## config.mk

```make
export PLATFORM = sky130hd
export DESIGN_NAME = reduction_engine
export DESIGN_NICKNAME = d
export VERILOG_FILES = /design/src/rtl/reduction_pkg.sv /design/src/rtl/reduce_alu.sv /design/src/rtl/reduction_engine.sv
export SDC_FILE = /design/constraint.sdc
export NUM_CORES = 1
export LEC_CHECK = 0
export BUFFER_PORTS_ARGS = -buffer_cell sky130_fd_sc_hd__buf_2
export CORE_MARGIN = 5
export CORE_UTILIZATION = 58
export CTS_CLUSTER_DIAMETER = 120
export DETAILED_ROUTE_END_ITERATION = 7
export PLACE_DENSITY = 0.77
export SETUP_SLACK_MARGIN = 0.2
export SLEW_MARGIN = 25
export SYNTH_ARGS = -nofsm -noshare
export SYNTH_HDL_FRONTEND = slang
export SYNTH_SLANG_ARGS = --single-unit
```

## constraint.sdc

```tcl
create_clock -name clk -period 30.9 [get_ports clk]
set_clock_uncertainty 0.1 [all_clocks]
set_input_delay 6.18 -clock clk [delete_from_list [all_inputs] [get_ports clk]]
set_output_delay 6.18 -clock clk [all_outputs]
set_load 0.02 [all_outputs]
```

## src/rtl/reduction_pkg.sv

```systemverilog
// reduction_pkg: op codes, entry states and the per-entry control record shared by the reduction engine
package reduction_pkg;
    localparam logic [3:0] OP_ADD  = 4'b1111;
    localparam logic [3:0] OP_MAX  = 4'b0000;
    localparam logic [3:0] OP_MIN  = 4'b0001;
    localparam logic [3:0] OP_AND  = 4'b0010;
    localparam logic [3:0] OP_OR   = 4'b0011;
    localparam logic [3:0] OP_LAND = 4'b0100;
    localparam logic [3:0] OP_LOR  = 4'b0101;
    typedef enum logic [1:0] {ST_FREE, ST_ACCUM, ST_DONE} entry_state_e;
    // width-independent part of an entry; tag/dst/remaining/accumulator are parameter-sized arrays in the engine
    typedef struct packed {
        entry_state_e state;
        logic [3:0]   op;
    } entry_t;
    function automatic logic op_known(input logic [3:0] op);
        return op == OP_ADD || op <= OP_LOR;
    endfunction
endpackage

```

## src/rtl/reduce_alu.sv

```systemverilog
// reduce_alu: combines accumulator and contribution, then delays result, entry index and valid by ALU_LAT stages
module reduce_alu
    import reduction_pkg::*;
#(
    parameter int DATA_W  = 32,
    parameter int IDX_W   = 2,
    parameter int ALU_LAT = 2
) (
    input  logic              clk,
    input  logic              rst,
    input  logic              in_valid,
    input  logic [IDX_W-1:0]  in_idx,
    input  logic [3:0]        in_op,
    input  logic [DATA_W-1:0] in_a,
    input  logic [DATA_W-1:0] in_b,
    output logic              out_valid,
    output logic [IDX_W-1:0]  out_idx,
    output logic [DATA_W-1:0] out_res,
    output logic              out_err
);
    logic [DATA_W-1:0] res;
    logic [ALU_LAT-1:0] v_q, err_q;
    logic [IDX_W-1:0] idx_q [ALU_LAT];
    logic [DATA_W-1:0] res_q [ALU_LAT];
    always_comb begin
        res = in_a;
        case (in_op)
            OP_ADD:  res = in_a + in_b;
            OP_MAX:  res = $signed(in_a) > $signed(in_b) ? in_a : in_b;
            OP_MIN:  res = $signed(in_a) < $signed(in_b) ? in_a : in_b;
            OP_AND:  res = in_a & in_b;
            OP_OR:   res = in_a | in_b;
            OP_LAND: res = DATA_W'(in_a != '0 && in_b != '0);
            OP_LOR:  res = DATA_W'(in_a != '0 || in_b != '0);
            default: res = in_a;
        endcase
    end
    always_ff @(posedge clk or posedge rst) begin
        if (rst) begin
            v_q <= '0;
            err_q <= '0;
            for (int k = 0; k < ALU_LAT; k++) begin
                idx_q[k] <= '0;
                res_q[k] <= '0;
            end
        end else begin
            v_q[0] <= in_valid;
            err_q[0] <= in_valid && !op_known(in_op);
            idx_q[0] <= in_idx;
            res_q[0] <= res;
            for (int k = 1; k < ALU_LAT; k++) begin
                v_q[k] <= v_q[k-1];
                err_q[k] <= err_q[k-1];
                idx_q[k] <= idx_q[k-1];
                res_q[k] <= res_q[k-1];
            end
        end
    end
    assign out_valid = v_q[ALU_LAT-1];
    assign out_err = err_q[ALU_LAT-1];
    assign out_idx = idx_q[ALU_LAT-1];
    assign out_res = res_q[ALU_LAT-1];
endmodule

```

## src/rtl/reduction_engine.sv

```systemverilog
// reduction_engine: tag-indexed table that folds tagged contributions through a pipelined ALU
// and emits one result per tag once all expected contributions have been combined
module reduction_engine
    import reduction_pkg::*;
#(
    parameter int DEPTH   = 4,
    parameter int DATA_W  = 32,
    parameter int TAG_W   = 8,
    parameter int CHILD_W = 3,
    parameter int ALU_LAT = 2,
    parameter int DST_W   = 9,
    parameter logic [DST_W-1:0] RANK = '0
) (
    input  logic                       clk,
    input  logic                       rst,
    input  logic                       in_valid,
    output logic                       in_ready,
    input  logic [TAG_W-1:0]           in_tag,
    input  logic [3:0]                 in_op,
    input  logic [CHILD_W-1:0]         in_children,
    input  logic [DST_W-1:0]           in_dst,
    input  logic [DATA_W-1:0]          in_payload,
    output logic                       out_valid,
    input  logic                       out_ready,
    output logic [TAG_W-1:0]           out_tag,
    output logic [3:0]                 out_op,
    output logic [DST_W-1:0]           out_src,
    output logic [DST_W-1:0]           out_dst,
    output logic [DATA_W-1:0]          out_payload,
    output logic                       err_op,
    output logic [$clog2(DEPTH):0]     busy_count
);
    localparam int IDX_W = $clog2(DEPTH);
    entry_t ent_q [DEPTH], ent_d [DEPTH];
    logic [TAG_W-1:0] tag_q [DEPTH], tag_d [DEPTH];
    logic [DST_W-1:0] dst_q [DEPTH], dst_d [DEPTH];
    logic [CHILD_W-1:0] rem_q [DEPTH], rem_d [DEPTH];
    logic [DATA_W-1:0] acc_q [DEPTH], acc_d [DEPTH];
    logic [DEPTH-1:0] pend_q, pend_d;
    logic [IDX_W-1:0] idx, sel_idx, first_done, lock_idx_q, wb_idx;
    logic rdy_en_q, lock_q, any_done, accept, issue, out_fire, wb_valid, wb_err;
    logic [DATA_W-1:0] wb_res;
    entry_state_e tgt_st;

    assign idx = in_tag[IDX_W-1:0];
    assign tgt_st = ent_q[idx].state;
    assign in_ready = rdy_en_q && tgt_st != ST_DONE && !pend_q[idx] &&
                      !(tgt_st == ST_ACCUM && tag_q[idx] != in_tag);
    assign accept = in_valid && in_ready;
    assign issue = accept && tgt_st == ST_ACCUM;
    assign err_op = (issue && in_op != ent_q[idx].op) || wb_err;
    assign out_valid = any_done;
    assign out_fire = out_valid && out_ready;
    // a presented entry stays selected until taken, even if a lower index completes meanwhile
    assign sel_idx = lock_q ? lock_idx_q : first_done;
    assign out_tag = out_valid ? tag_q[sel_idx] : '0;
    assign out_op = out_valid ? ent_q[sel_idx].op : '0;
    assign out_src = out_valid ? RANK : '0;
    assign out_dst = out_valid ? dst_q[sel_idx] : '0;
    assign out_payload = out_valid ? acc_q[sel_idx] : '0;

    reduce_alu #(.DATA_W(DATA_W), .IDX_W(IDX_W), .ALU_LAT(ALU_LAT)) u_alu (
        .clk(clk), .rst(rst), .in_valid(issue), .in_idx(idx), .in_op(ent_q[idx].op),
        .in_a(acc_q[idx]), .in_b(in_payload), .out_valid(wb_valid), .out_idx(wb_idx),
        .out_res(wb_res), .out_err(wb_err)
    );

    always_comb begin
        any_done = 1'b0;
        first_done = '0;
        busy_count = '0;
        for (int i = DEPTH - 1; i >= 0; i--) begin
            if (ent_q[i].state == ST_DONE) begin
                any_done = 1'b1;
                first_done = IDX_W'(i);
            end
            if (ent_q[i].state != ST_FREE) busy_count = busy_count + 1'b1;
        end
    end

    // accept, writeback and output handshake never target the same entry, so their updates compose freely
    always_comb begin
        ent_d = ent_q;
        tag_d = tag_q;
        dst_d = dst_q;
        rem_d = rem_q;
        acc_d = acc_q;
        pend_d = pend_q;
        if (accept && tgt_st == ST_FREE) begin
            ent_d[idx].state = in_children == '0 ? ST_DONE : ST_ACCUM;
            ent_d[idx].op = in_op;
            tag_d[idx] = in_tag;
            dst_d[idx] = in_dst;
            rem_d[idx] = in_children;
            acc_d[idx] = in_payload;
        end
        if (issue) pend_d[idx] = 1'b1;
        if (wb_valid) begin
            acc_d[wb_idx] = wb_res;
            rem_d[wb_idx] = rem_q[wb_idx] - 1'b1;
            pend_d[wb_idx] = 1'b0;
            if (rem_q[wb_idx] == CHILD_W'(1)) ent_d[wb_idx].state = ST_DONE;
        end
        if (out_fire) ent_d[sel_idx].state = ST_FREE;
    end

    always_ff @(posedge clk or posedge rst) begin
        if (rst) begin
            for (int i = 0; i < DEPTH; i++) begin
                ent_q[i] <= '{ST_FREE, 4'h0};
                tag_q[i] <= '0;
                dst_q[i] <= '0;
                rem_q[i] <= '0;
                acc_q[i] <= '0;
            end
            pend_q <= '0;
            rdy_en_q <= 1'b0;
            lock_q <= 1'b0;
            lock_idx_q <= '0;
        end else begin
            ent_q <= ent_d;
            tag_q <= tag_d;
            dst_q <= dst_d;
            rem_q <= rem_d;
            acc_q <= acc_d;
            pend_q <= pend_d;
            rdy_en_q <= 1'b1;
            lock_q <= out_valid && !out_ready;
            lock_idx_q <= sel_idx;
        end
    end
endmodule

```

==> metrics <==
status finished clean; GR Overflow Total 0; DRT antenna net count 0; All-Layer GR Usage 29.7%; EDFF count, synth 0; Peak Freq 0.0647 GHz; final WL 55,300 µm; reg-to-reg critical path endpoint u_alu.res_q[38]$_DFF_PP0_; Area contributors post-synth dfrtp_1 (40%), mux4_2 (11%), nand2_1 (8.5%), ha_1 (6.5%), o21ai_0 (3.1%); clock network power share 18.4%; NetSw 1060 µW; Internal 1450 µW; cells on worst reg2reg path 11; cts hold-fix bufs 0; Syn. warnings 0; fraction of synthesized cell area in xor and xnor cells 1.89%; hold endpoint u_alu.out_res[11]$_DFF_PP0_; simple-gate portion of the synthesized area 17.2%; CTS tree built; Die X-Extent 193 µm; Netlist cell types 69; ratio of cells with drive above 1 in the final layout 16.8%; syn_area_per_cell 9.47 µm²; type of the tightest min-delay check reg -> reg; global-route wire length before repair 88,700 µm; proportion of synthesized area in mux cells 14.9%; via count 16,229; Post-Synthesis Cells 2,051; RSZ-0062 raised after global routing false; Worst Hold Launch u_alu.res_q[43]$_DFF_PP0_; DRC viols 0; Sw Ratio 42.3%; fin util 64.4%; post-CTS sizing 0; Seq/Total Area, Yosys 40.2%; initial antenna violation count 4; Die ar. 37,200 µm²; asr flop ratio synth 100%; Reg2Reg Launch Point acc_q[122]$_DFF_PP0_; First-pass DRT Iterations 6; Setup Viol. Count Final 0; IR drop worst, VDD 0.0966 mV; mapped cell area 19,400 µm²; most frequent cells in the layout nand2_1 (440), dfrtp_1 (312), nor2_1 (154); Port Buf Inserts 118; largest net degree at the start of global routing 90; commonest non-fill, non-tap cell in the layout nand2_1; post-DP HPWL 35,900 µm; Setup TNS Final 0 ps; Max Cap Viol 0; clk slew on worst S/H paths 60 ps; Final Power 2520 µW; sequential fraction of design power 30.0%; final worst-path cycle share 50.0%; Compound-Gate Fraction of Synth Area 13.4%; # IOs 128; vias in the first global route 16,140; total CTS buffers 36; Worst R2R Setup Slack 26,350 ps; cell count of the worst hold path 0; initial core utilization 58.4%; setup bufs post-CTS 0; power share of the combinational group 51.6%; CTS Buffer Depth 3; drt wl/cell 21.5 µm; Yosys top cell by area dfrtp_1; CTS sink cnt 312; nets 2,255; Cell Pwr Density 117 nW/µm²; share of the synthesized area in the top cell type 40.2%; H-tree depth 2; crit end category primary output; core area 33,300 µm²; headroom to the max-slew limit 28.1%; final slew viol count 0; Synth Area in Adders 6.61%; Worst Max-Slew Pin Slew 1080 ps; Root Buffer clkbuf_16; CP Data Arrival Time 9170 ps; Worst-Skew Late Latency 530 ps; crit-path max FO 57; Layout area overhead 10.4%; Fin. Hold Viols 0; DRT iter0 DRCs 1,599; routability cong. 0.974; ys flop type dfrtp_1; largest family of logic cells by synthesized area simple AND/OR/NAND/NOR gates; routed vias/inst 6.31; Final min period 15,450 ps; WP data required 24,620 ps; Setup Crit Path Kind in -> out; Pleak 0.00989 µW; crit start category input port; die height 193 µm; #FFs+latches synth 312; num rows 67
## per-stage QoR
stage          setup WS, ps  hold slack, ps  instances  area [µm²]
2_1_floorplan         15980             231       2059       19500
3_3_place_gp          15480             231       2499       20100
3_5_place_dp          15480             235       2501       20100
4_1_cts               15470             244       2565       21400
5_1_grt               15200             253       2570       21400
6_report              15450             244       2570       21400
## synth_stat cells (11+ instances only)
cell type,number
nand2_1,440
dfrtp_1,312
nor2_1,154
o21ai_0,120
ha_1,101
mux4_2,99
a21oi_1,98
inv_1,91
clkbuf_1,80
a31oi_1,76
and2_1,63
mux2i_1,39
buf_2,33
mux2_2,25
xor2_1,22
nor4_1,21
xnor2_1,20
a21o_1,19
a211oi_1,15
nand4_1,15
a222oi_1,14
buf_6,14
buf_4,13
nand3_1,11
nor2b_1,11
nor3_1,11
o221ai_1,11
## critical path: stages
cell	delay [ps]
buf_2	70
buf_4	640
mux4_2	420
xor2_1	160
a2111oi_0	520
a21oi_1	140
a211oi_1	290
and3_1	380
a21o_1	180
buf_2	160
## power groups by stage
stage | clock (µW) | sequential (µW) | combinational (µW)
floorplan | 0 | 701 | 977
global placement | 0 | 741 | 1250
detailed placement | 0 | 753 | 1270
CTS | 465 | 751 | 1290
global route | 484 | 778 | 1410
finish | 462 | 756 | 1300
## sequential cells by signal (all words and copies together) (netlist names), 4 cells and up
signal	cells
acc_q	128
dst_q	36
ent_q	24
pend_q	4
rem_q	12
tag_q	32
u_alu.out_res	32
u_alu.res_q	32
## kinds of logic after synthesis
| group | Yosys count |
|---|---|
| buf+inv | 241 |
| fa+ha+maj | 102 |
| xor+xnor | 42 |
| simple gates | 770 |
| flops | 312 |
| compound gates | 419 |
| mux | 163 |
| other cells | 2 |
## worst max-delay path by stage
stage	endpoint	cells past startpoint	startpoint	slack, ps
global placement	err_op	10	in_tag[1]	15480
finish	err_op	10	in_tag[1]	15450
floorplan	err_op	9	in_tag[1]	15980
detailed placement	err_op	10	in_tag[1]	15480
global route	err_op	10	in_tag[1]	15200
CTS	err_op	10	in_tag[1]	15470
## area by class of cell
| type | instances | area, µm² |
|---|---|---|
| Antenna cell | 3 | 7.51 |
| Clock buffer | 51 | 1070 |
| Clock inverter | 13 | 211 |
| Fill cell | 2635 | 11800 |
| Inverter | 94 | 370 |
| Multi-Input combinational cell | 1506 | 10600 |
| Sequential cell | 312 | 7810 |
| Tap cell | 448 | 561 |
| Timing Repair Buffer | 143 | 825 |
## layer usage
layer / share of wire, % / routed length, µm / GRT usage [%]
met2: 48 / 26400 / 48.6
met3: 8.4 / 4620 / 4.86
met1: 41 / 22600 / 41.2
met5: 0.014 / 8 / 0
met4: 2.9 / 1620 / 9.83
Power figures use the tool's default switching activity.
